## src/rtl/instr_sequencer.sv

```systemverilog
// Instruction sequencer: fetches 16-bit words from program memory and hands
// them one at a time to a CPU through a load/start/wait handshake, with a
// per-phase timeout, a sticky DONE/ERROR state and abort.
module instr_sequencer #(
  parameter int ADDR_W  = 8,
  parameter int TIMEOUT = 64
) (
  input  logic              clk,
  input  logic              reset,
  input  logic              start,
  input  logic              abort,
  output logic [ADDR_W-1:0] imem_addr,
  input  logic [15:0]       imem_data,
  output logic [15:0]       cpu_in,
  output logic              cpu_load,
  output logic              cpu_s,
  input  logic              cpu_w,
  output logic              busy,
  output logic              done,
  output logic              error,
  output logic [ADDR_W-1:0] pc,
  output logic [15:0]       icount
);

  localparam int TW = $clog2(TIMEOUT + 1);

  typedef enum logic [2:0] {
    IDLE, FETCH, LOAD, ISSUE, EXEC_LO, EXEC_HI, DONE, ERROR
  } state_t;

  state_t          state, state_nxt;
  logic [15:0]     ir;
  logic [TW-1:0]   tcnt;
  logic            is_halt;
  logic            go;
  logic            last;
  logic            tmo;

  assign is_halt   = (imem_data[15:13] == 3'b111);
  assign go        = start && cpu_w;
  assign last      = (pc == '1);
  assign tmo       = (tcnt == TW'(TIMEOUT - 1));
  assign imem_addr = pc;
  assign cpu_in    = ir;

  // State register
  always_ff @(posedge clk or negedge reset) begin
    if (!reset) state <= IDLE;
    else        state <= state_nxt;
  end

  // Next-state logic; abort overrides every other transition
  always_comb begin
    state_nxt = state;
    if (abort) begin
      state_nxt = IDLE;
    end else begin
      case (state)
        IDLE:    if (go) state_nxt = FETCH;
        FETCH:   state_nxt = is_halt ? DONE : LOAD;
        LOAD:    state_nxt = ISSUE;
        ISSUE:   state_nxt = EXEC_LO;
        EXEC_LO: begin
          if (!cpu_w)   state_nxt = EXEC_HI;
          else if (tmo) state_nxt = ERROR;
        end
        EXEC_HI: begin
          if (cpu_w)    state_nxt = last ? DONE : FETCH;
          else if (tmo) state_nxt = ERROR;
        end
        DONE:    if (go) state_nxt = FETCH;
        ERROR:   state_nxt = ERROR;
        default: state_nxt = IDLE;
      endcase
    end
  end

  // Datapath: pc, icount, ir and the wait-phase timeout counter; all hold on abort
  always_ff @(posedge clk or negedge reset) begin
    if (!reset) begin
      pc     <= '0;
      icount <= '0;
      ir     <= '0;
      tcnt   <= '0;
    end else if (!abort) begin
      case (state)
        IDLE, DONE: begin
          if (go) begin
            pc     <= '0;
            icount <= '0;
          end
        end
        FETCH:   if (!is_halt) ir <= imem_data;
        ISSUE:   tcnt <= '0;
        EXEC_LO: begin
          if (!cpu_w) tcnt <= '0;
          else        tcnt <= tcnt + 1'b1;
        end
        EXEC_HI: begin
          if (cpu_w) begin
            pc   <= pc + 1'b1;
            tcnt <= '0;
            if (icount != '1) icount <= icount + 1'b1;
          end else begin
            tcnt <= tcnt + 1'b1;
          end
        end
        default: ;
      endcase
    end
  end

  // Outputs decoded from state only, so an asynchronous reset drops strobes at once
  always_comb begin
    cpu_load = (state == LOAD);
    cpu_s    = (state == ISSUE);
    busy     = !((state == IDLE) || (state == DONE) || (state == ERROR));
    done     = (state == DONE);
    error    = (state == ERROR);
  end

endmodule

```

## config.mk

```make
export PLATFORM = sky130hd
export DESIGN_NAME = instr_sequencer
export DESIGN_NICKNAME = d
export VERILOG_FILES = /design/src/rtl/instr_sequencer.sv
export SDC_FILE = /design/constraint.sdc
export NUM_CORES = 1
export LEC_CHECK = 0
export CELL_PAD_IN_SITES_DETAIL_PLACEMENT = 0
export CELL_PAD_IN_SITES_GLOBAL_PLACEMENT = 1
export CORE_MARGIN = 3
export CORE_UTILIZATION = 30
export CTS_BUF_LIST = sky130_fd_sc_hd__clkbuf_4
export DETAILED_ROUTE_END_ITERATION = 10
export GPL_ROUTABILITY_DRIVEN = 0
export HOLD_SLACK_MARGIN = 0.15
export PLACE_DENSITY = 0.65
export SKIP_LAST_GASP = 1
export SLEW_MARGIN = 20
export SYNTH_ARGS = -nofsm -noshare
export SYNTH_HDL_FRONTEND = slang
export SYNTH_SLANG_ARGS = --single-unit
```

## constraint.sdc

```tcl
create_clock -name clk -period 5.2 [get_ports clk]
set_clock_uncertainty 0.05 [all_clocks]
set_input_delay 1.04 -clock clk [delete_from_list [all_inputs] [get_ports clk]]
set_output_delay 1.04 -clock clk [all_outputs]
set_load 0.01 [all_outputs]
```

After elaboration in Yosys (flattened, before gate mapping)

Cells that the tools add are included.

Add/subtract/negate cells: 3
Equality and inequality tests: 15
Multiplexer cells: 18
Bitwise logic cells: 2
Reduce and logical (&&, ||, !) cells: 12

Operators by type and width:

| operator                                       | count |
|---|---|
| 2-to-1 mux 16 bit                              | 3 |
| one-hot mux 16 bit (2 select lines)            | 1 |
| 2-to-1 mux 3 bit                               | 7 |
| one-hot mux 3 bit (7 select lines)             | 1 |
| one-hot mux 7 bit (3 select lines)             | 1 |
| adder 16 x 1 -> 16 bit (second input constant) | 1 |
| 2-to-1 mux 8 bit                               | 2 |
| != test 16 bit (second input constant)         | 1 |
| one-hot mux 8 bit (2 select lines)             | 1 |
| == test 3 bit (second input constant)          | 5 |
| 2-to-1 mux 7 bit                               | 2 |
| adder 8 x 1 -> 8 bit (second input constant)   | 1 |
| == test 8 bit (second input constant)          | 1 |
| adder 7 x 1 -> 7 bit (second input constant)   | 1 |
| == test 7 x 6 -> 1 bit (second input constant) | 1 |
| == test 3 x 2 -> 1 bit (second input constant) | 2 |
| AND reduction 5 bit                            | 1 |
| != test 2 bit (second input constant)          | 2 |
| AND reduction 4 bit                            | 1 |
| == test 3 x 1 -> 1 bit (second input constant) | 1 |
| logical NOT 3 bit                              | 1 |
| != test 3 x 1 -> 1 bit (second input constant) | 1 |
| AND reduction 3 bit                            | 1 |
| nonzero test 3 bit                             | 1 |
| 8 further kinds                                | 10 |

Register bits after elaboration: 50
Input bits: 21
Output and inout bits: 53
Word-level logic and storage cells: 55

Depth between registers and ports, before layout

Gate-level depths: netlist of run 1.

Depth after elaboration: 5
Gate-level depth with buffers: 7
Mapped depth without buffers: 6

Worst setup path before layout of run 1

Ideal clock, no wire load.

Path kind: input port to flip-flop
From: in abort
To: reg icount[15]
Library setup time: 0.120 ns
Data arrival time: 2.638 ns
Required time: 5.030 ns
Setup slack: 2.392 ns
Stages on the path: 5
Buffers on the path: 1
Path through: clkbuf_1 > nand2b_1 > or4_4 > or4_1 > o211a_1

Word-level cells in the longest chain between the ends: 2

Ends and longest elaborated chain:

| element                       | line | RTL |
|---|---|---|
| start: declaration            | 11   | `input logic abort,` |
| NOT 1 bit (no line)           | -    |  |
| AND reduction 5 bit (no line) | -    |  |
| end signal: assignment        | 103  | `if (icount != '1) icount <= icount + 1'b1;` |
| end: declaration              | 22   | `output logic [15:0] icount` |

No other way between the ends.
A chain may end at the register's enable or synchronous reset.

Worst setup path in the final report of run 1

From: reg state[0]
To: out busy

Word-level cells in the longest chain between the ends: 4
Elaborated cells between the ends (all ways): 6
Classes of those cells: eq/ne: 2; reduce/logical: 4

Ends and longest elaborated chain:

| element                                            | line | RTL |
|---|---|---|
| start: declaration                                 | 31   | `state_t state, state_nxt;` |
| start signal: assignment                           | 49   | `else state <= state_nxt;` |
| == test 3 bit or logical NOT 3 bit (tied branches) | 117  | `busy = !((state == IDLE) \|\| (state == DONE) \|\| (state == ERROR));` |
| logical OR 1 bit                                   | 117  |  |
| logical OR 1 bit *                                 | 117  |  |
| logical NOT 1 bit *                                | 117  |  |
| end: declaration                                   | 18   | `output logic busy,` |

Mark *: on every way between the ends. The rest lies on a longest branch, timed or not.

==> results of run 1 <==
==> final cells by class <==
class | instances | area [um^2] | area share
clock buffer | 6 | 45.0 | 0.0130
clock inverter | 2 | 13.8 | 0.00398
inverter | 7 | 26.3 | 0.00760
multi-input combinational | 195 | 1250 | 0.361
sequential | 50 | 1250 | 0.362
tap | 105 | 131 | 0.0380
timing repair buffer | 75 | 741 | 0.214
==> power by group <==
group	switching, W	internal [W]
registers	0.0000569	0.000466
clock network	0.000128	0.0000587
logic	0.000130	0.000204
==> registers in the layout, indices dropped and copies added (netlist names) <==
name and count:
cpu_in 16, icount 16, imem_addr 8, state 3, tcnt 7
==> synth_stat cells, drive strengths merged (3+ instances only) <==
cell	n	share of area
a21oi	16	0.030
and2	3	0.0071
and3	5	0.012
buf	10	0.029
clkbuf	7	0.010
dfrtp	50	0.48
ha	3	0.014
inv	7	0.010
mux2	16	0.069
nand2	24	0.034
nand2b	7	0.017
nand3	14	0.027
nand4	7	0.017
nor2	20	0.029
nor3	6	0.011
o21ai	20	0.038
o31ai	5	0.014
or3	8	0.019
or4	5	0.016
xor2	8	0.027
==> path summary, 6_finish.rpt <==
check | startpoint | end | slack (ns) | cells after the start
worst max-delay path | state[0] | busy | 2.17 | 3
min in group asynchronous | reset | cpu_in[12] | 0.70 | 2
worst min register to register | cpu_in[3] | cpu_in[3] | 0.47 | 1
max in group asynchronous | reset | state[2] | 3.96 | 2
worst max register to register | state[0] | icount[15] | 2.65 | 5
worst min-delay path | cpu_in[3] | cpu_in[3] | 0.47 | 1
==> layer usage <==
layer  wire length [um]  vias up  GRT usage
met5                  0        -          0
met4                 53        0     0.0284
met3                485        6     0.0491
met2               2970       60      0.227
met1               2850     1063      0.171
li1                   -     1100          -
==> placed cells by master (no fill, tap or decap), drive strengths merged, types with 2 or more instances in the layout <==
cell type,netlist,layout
clkdlybuf4s50,0,72
dfrtp,50,50
nand2,24,24
nor2,20,20
o21ai,20,20
a21oi,16,16
mux2,16,16
nand3,14,14
xor2,8,8
or3,8,8
nand2b,7,7
inv,7,7
nand4,7,7
nor3,6,6
clkbuf,7,6
and3,5,5
o31ai,5,5
or4,5,5
and2,3,3
ha,3,3
buf,10,3
a211o,2,2
o311ai,2,2
o211a,2,2
or2,2,2
a31oi,2,2
nand3b,2,2
nor4b,2,2
or4b,2,2
clkinv,0,2
==> cell families (layout without fill, tap and decap cells) <==
group,Yosys count,after routing,synth area share
simple gates,109,109,0.224
compound gates,58,58,0.139
flops,50,50,0.476
buf+inv,24,90,0.0490
mux,16,16,0.0685
xor+xnor,9,9,0.0300
fa+ha+maj,3,3,0.0143
==> metrics by stage <==
| step | cells | cell area (um^2) |
|---|---|---|
| 2_1_floorplan | 269 | 2630 |
| 6_report | 440 | 3460 |
| 3_5_place_dp | 432 | 3400 |
| 3_3_place_gp | 432 | 3400 |
| 4_1_cts | 440 | 3460 |
| 5_1_grt | 440 | 3460 |
==> critical path, stage by stage (launching register included) <==
cell,delay (ns)
dfrtp_1,0.71
nor3_1,0.17
a21oi_1,0.15
clkdlybuf4s50_1,0.55
==> flow_metrics.env, run 1 <==
export IMPL_vias_per_cell=5.07
export IMPL_dieArea_um2=9920
export IMPL_relSlewSlack=0.501
export IMPL_tightest_slew_ns=0.747
export IMPL_postCtsSetupRepairBufs=0
export IMPL_hold_slack_ns=0.471
export IMPL_cts_tree="yes"
export IMPL_detail_route_first_pass_iterations=4
export IMPL_avgRoutedWirePerCell_um=14.5
export IMPL_cp_max_fo=18
export IMPL_route_detailed_drc=0
export IMPL_vdd_drop_max_v=0.000183
export IMPL_status="finished, final reports clean"
export IMPL_synth_seq_area_share=0.476
export IMPL_core_um2=8380
export IMPL_fin_crit_ns=3.03
export IMPL_fmax_mhz=330
export IMPL_synth_cell_types=46
export IMPL_drv_cap=0
export IMPL_overflow=0
export IMPL_hp_class="reg -> reg"
export IMPL_slew_violations=0
export IMPL_fin_ws_ns=2.17
export IMPL_syn2layout_area_growth_pct=31.5
export IMPL_clock_latency_ns=0.37
export IMPL_ys_warn_count=0
export IMPL_cts_hold_buf=0
export IMPL_vias=2229
export IMPL_path_class="reg -> out"
export IMPL_hold_violations=0
export IMPL_drt_iter0_drc=58
export IMPL_place_ws_ns=1.80
export IMPL_cellPowerDensity_nw_per_um2=302
export IMPL_end_kind="primary output"
export IMPL_cts_resized=0
export IMPL_clk_pin_slew_ns=0.15
export IMPL_die_w_um=99.6
export IMPL_ys_ff_latch=50
export IMPL_syn_inst=269
export IMPL_p_leak_nw=1.42
export IMPL_synth_edf_count=0
export IMPL_drive_gt1_frac=0.0985
export IMPL_ys_flop_type="dfrtp_1"
export IMPL_grt_total_usage=0.136
export IMPL_worst_ep_arrival_time_ns=1.94
export IMPL_dp_hpwl_mm=4.66
export IMPL_n_antenna_cell=0
export IMPL_grt_pass1_vias=2328
export IMPL_num_rows=33
export IMPL_grt_max_degree=51
export IMPL_crit_required_ns=4.11
export IMPL_die_y_um=99.6
export IMPL_rsz0062_at_grt="false"
export IMPL_nets=358
export IMPL_final_setup_tns_ns=0
export IMPL_final_antenna_net_count=0
export IMPL_p_total_w=0.00104
export IMPL_io_pins=74
export IMPL_start_util=0.314
export IMPL_worstSetupStartpointType="flop"
export IMPL_totalWireLength_mm=6.36
export IMPL_fin_util=0.412
export IMPL_fillers=857
export IMPL_htreeDepth=2
export IMPL_syn_avg_cell_area_um2=9.77
export IMPL_cts_buffer_depth=2
export IMPL_cts_buffers=5
export IMPL_clock_sinks=50
export IMPL_portBuffers=73
export IMPL_antenna_found_initial=0
export IMPL_setup_violations_final=0
export IMPL_synth_fp_nets=293
export IMPL_syn_area_um2=2630
export IMPL_fin_crit_sh=0.583
export IMPL_root_buffer="clkbuf_4"
export IMPL_grt_pass1_wl_mm=11.2
export IMPL_async_flop_share=1.00
Note: power is estimated with default switching activity, not from simulation.
==> run 2, diff against run 1 <==
==> constraint.sdc (replaced) <==
create_clock -name clk -period 3.05 [get_ports clk]
set_clock_uncertainty 0.05 [all_clocks]
set_input_delay 0.61 -clock clk [delete_from_list [all_inputs] [get_ports clk]]
set_output_delay 0.61 -clock clk [all_outputs]
set_load 0.01 [all_outputs]
==> run 2 against run 1 <==
Effect of this change: routed wire length is 4.5% higher; clock power is 110% higher; cell count is 2.5% higher; critical endpoint is now cpu_s; cell area is 3.0% higher; combinational power is 76% higher; highest routed layer unchanged; flip-flop and latch count stayed put.
==> flow_metrics.env, run 2 (same netlist as run 1, synthesis figures left out) <==
export IMPL_route_detailed_drc=0
export IMPL_grt_total_usage=0.141
export IMPL_multiInputGateArea_um2=1250
export IMPL_rsz0062_at_grt="false"
export IMPL_detail_route_first_pass_iterations=4
export IMPL_grt_pass1_vias=2367
export IMPL_fin_crit_sh=0.848
export IMPL_core_um2=8380
export IMPL_drt_iter0_drc=93
export IMPL_overflow=0
export IMPL_avgRoutedWirePerCell_um=14.7
export IMPL_dp_hpwl_mm=4.96
export IMPL_grt_pass1_wl_mm=11.4
export IMPL_final_setup_tns_ns=0
export IMPL_worst_ep_arrival_time_ns=1.93
export IMPL_root_buffer="clkbuf_4"
export IMPL_path_class="reg -> out"
export IMPL_fmax_mhz=387
export IMPL_num_rows=33
export IMPL_die_w_um=99.6
export IMPL_antenna_found_initial=0
export IMPL_totalWireLength_mm=6.65
export IMPL_drv_cap=0
export IMPL_end_kind="primary output"
export IMPL_cts_buffer_depth=2
export IMPL_final_common_cell="clkdlybuf4s50_1"
export IMPL_clock_latency_ns=0.37
export IMPL_cellPowerDensity_nw_per_um2=524
export IMPL_fillers=839
export IMPL_cp_max_fo=11
export IMPL_hp_class="reg -> reg"
export IMPL_portBuffers=73
export IMPL_vias_per_cell=5.05
export IMPL_layout_area_seq_um2=1250
export IMPL_n_antenna_cell=0
export IMPL_wl_met1_mm=2.93
export IMPL_vdd_drop_max_v=0.000355
export IMPL_dr_max_layer_used="met4"
export IMPL_wl_met2_mm=3.14
export IMPL_final_antenna_net_count=0
export IMPL_relSlewSlack=0.609
export IMPL_htreeDepth=2
export IMPL_p_leak_nw=1.49
export IMPL_io_pins=74
export IMPL_clk_pin_slew_ns=0.14
export IMPL_drive_gt1_frac=0.124
export IMPL_tightest_slew_ns=0.572
export IMPL_p_total_w=0.00187
export IMPL_worstSetupStartpointType="flop"
export IMPL_clock_sinks=50
export IMPL_final_cell_mix="72 x clkdlybuf4s50_1, 50 x dfrtp_1, 24 x nand2_1, 20 x nor2_1, 20 x o21ai_0"
export IMPL_start_util=0.314
export IMPL_dieArea_um2=9920
export IMPL_hold_violations=0
export IMPL_syn2layout_area_growth_pct=35.5
export IMPL_vias=2278
export IMPL_setup_violations_final=0
export IMPL_slew_violations=0
export IMPL_place_ws_ns=0.156
export IMPL_die_y_um=99.6
export IMPL_cts_tree="yes"
export IMPL_dr_wl_met3_um=487
export IMPL_nets=369
export IMPL_status="finished, final reports clean"
export IMPL_cts_buffers=5
export IMPL_crit_required_ns=2.39
export IMPL_fin_ws_ns=0.464
export IMPL_grt_max_degree=33
export IMPL_fin_crit_ns=2.59
-- run 2: what timing repair did --
item | in CTS | in global routing
resized for setup | 0 | 0
hold buffers | 1 | 0
hold endpoints to repair | 18 | 0
setup buffers | 0 | 0
setup endpoints to repair | 0 | 0
-- run 2: area by class of cell --
| cell class | count | area share |
|---|---|---|
| sequential | 50 | 0.351 |
| multi-input combinational | 195 | 0.351 |
| timing repair buffer | 86 | 0.232 |
| tap | 105 | 0.0369 |
| clock inverter | 3 | 0.0112 |
| clock buffer | 5 | 0.0105 |
| inverter | 7 | 0.00738 |
-- run 2: worst paths after layout --
kind / start / cells after the start / slack [ns] / endpoint
min in group asynchronous: reset / 2 / 0.64 / cpu_in[12]
worst max register to register: state[1] / 5 / 0.50 / icount[15]
max in group asynchronous: reset / 3 / 1.54 / state[2]
worst min register to register: cpu_in[9] / 1 / 0.47 / cpu_in[9]
worst min-delay path: cpu_in[9] / 1 / 0.47 / cpu_in[9]
worst max-delay path: state[0] / 4 / 0.46 / cpu_s
-- run 2: metrics by stage --
| stage | utilization | area [um^2] | instances | hold slack (ns) |
|---|---|---|---|---|
| floorplan | - | 2630 | 269 | 0.264 |
| global placement | 0.414 | 3470 | 442 | 0.436 |
| detailed placement | 0.414 | 3470 | 442 | 0.446 |
| CTS | 0.425 | 3560 | 451 | 0.477 |
| global route | 0.425 | 3560 | 451 | 0.496 |
| finish | 0.425 | 3560 | 451 | 0.472 |
-- run 2: routing by layer --
metal,vias to the layer above,global-route usage
met5,-,0
met4,0,0.0410
met3,7,0.0498
met2,69,0.224
met1,1076,0.182
li1,1126,-
-- run 2: critical path, stage by stage, from the launching register on --
cell and delay (ns):
dfrtp_1 0.59, buf_4 0.22, nand3b_1 0.12, inv_1 0.09, clkdlybuf4s50_1 0.54
-- run 2: power by group --
group,internal (W),switching [W]
Combinational,0.000359,0.000230
Sequential,0.000794,0.0000948
Clock,0.000170,0.000217
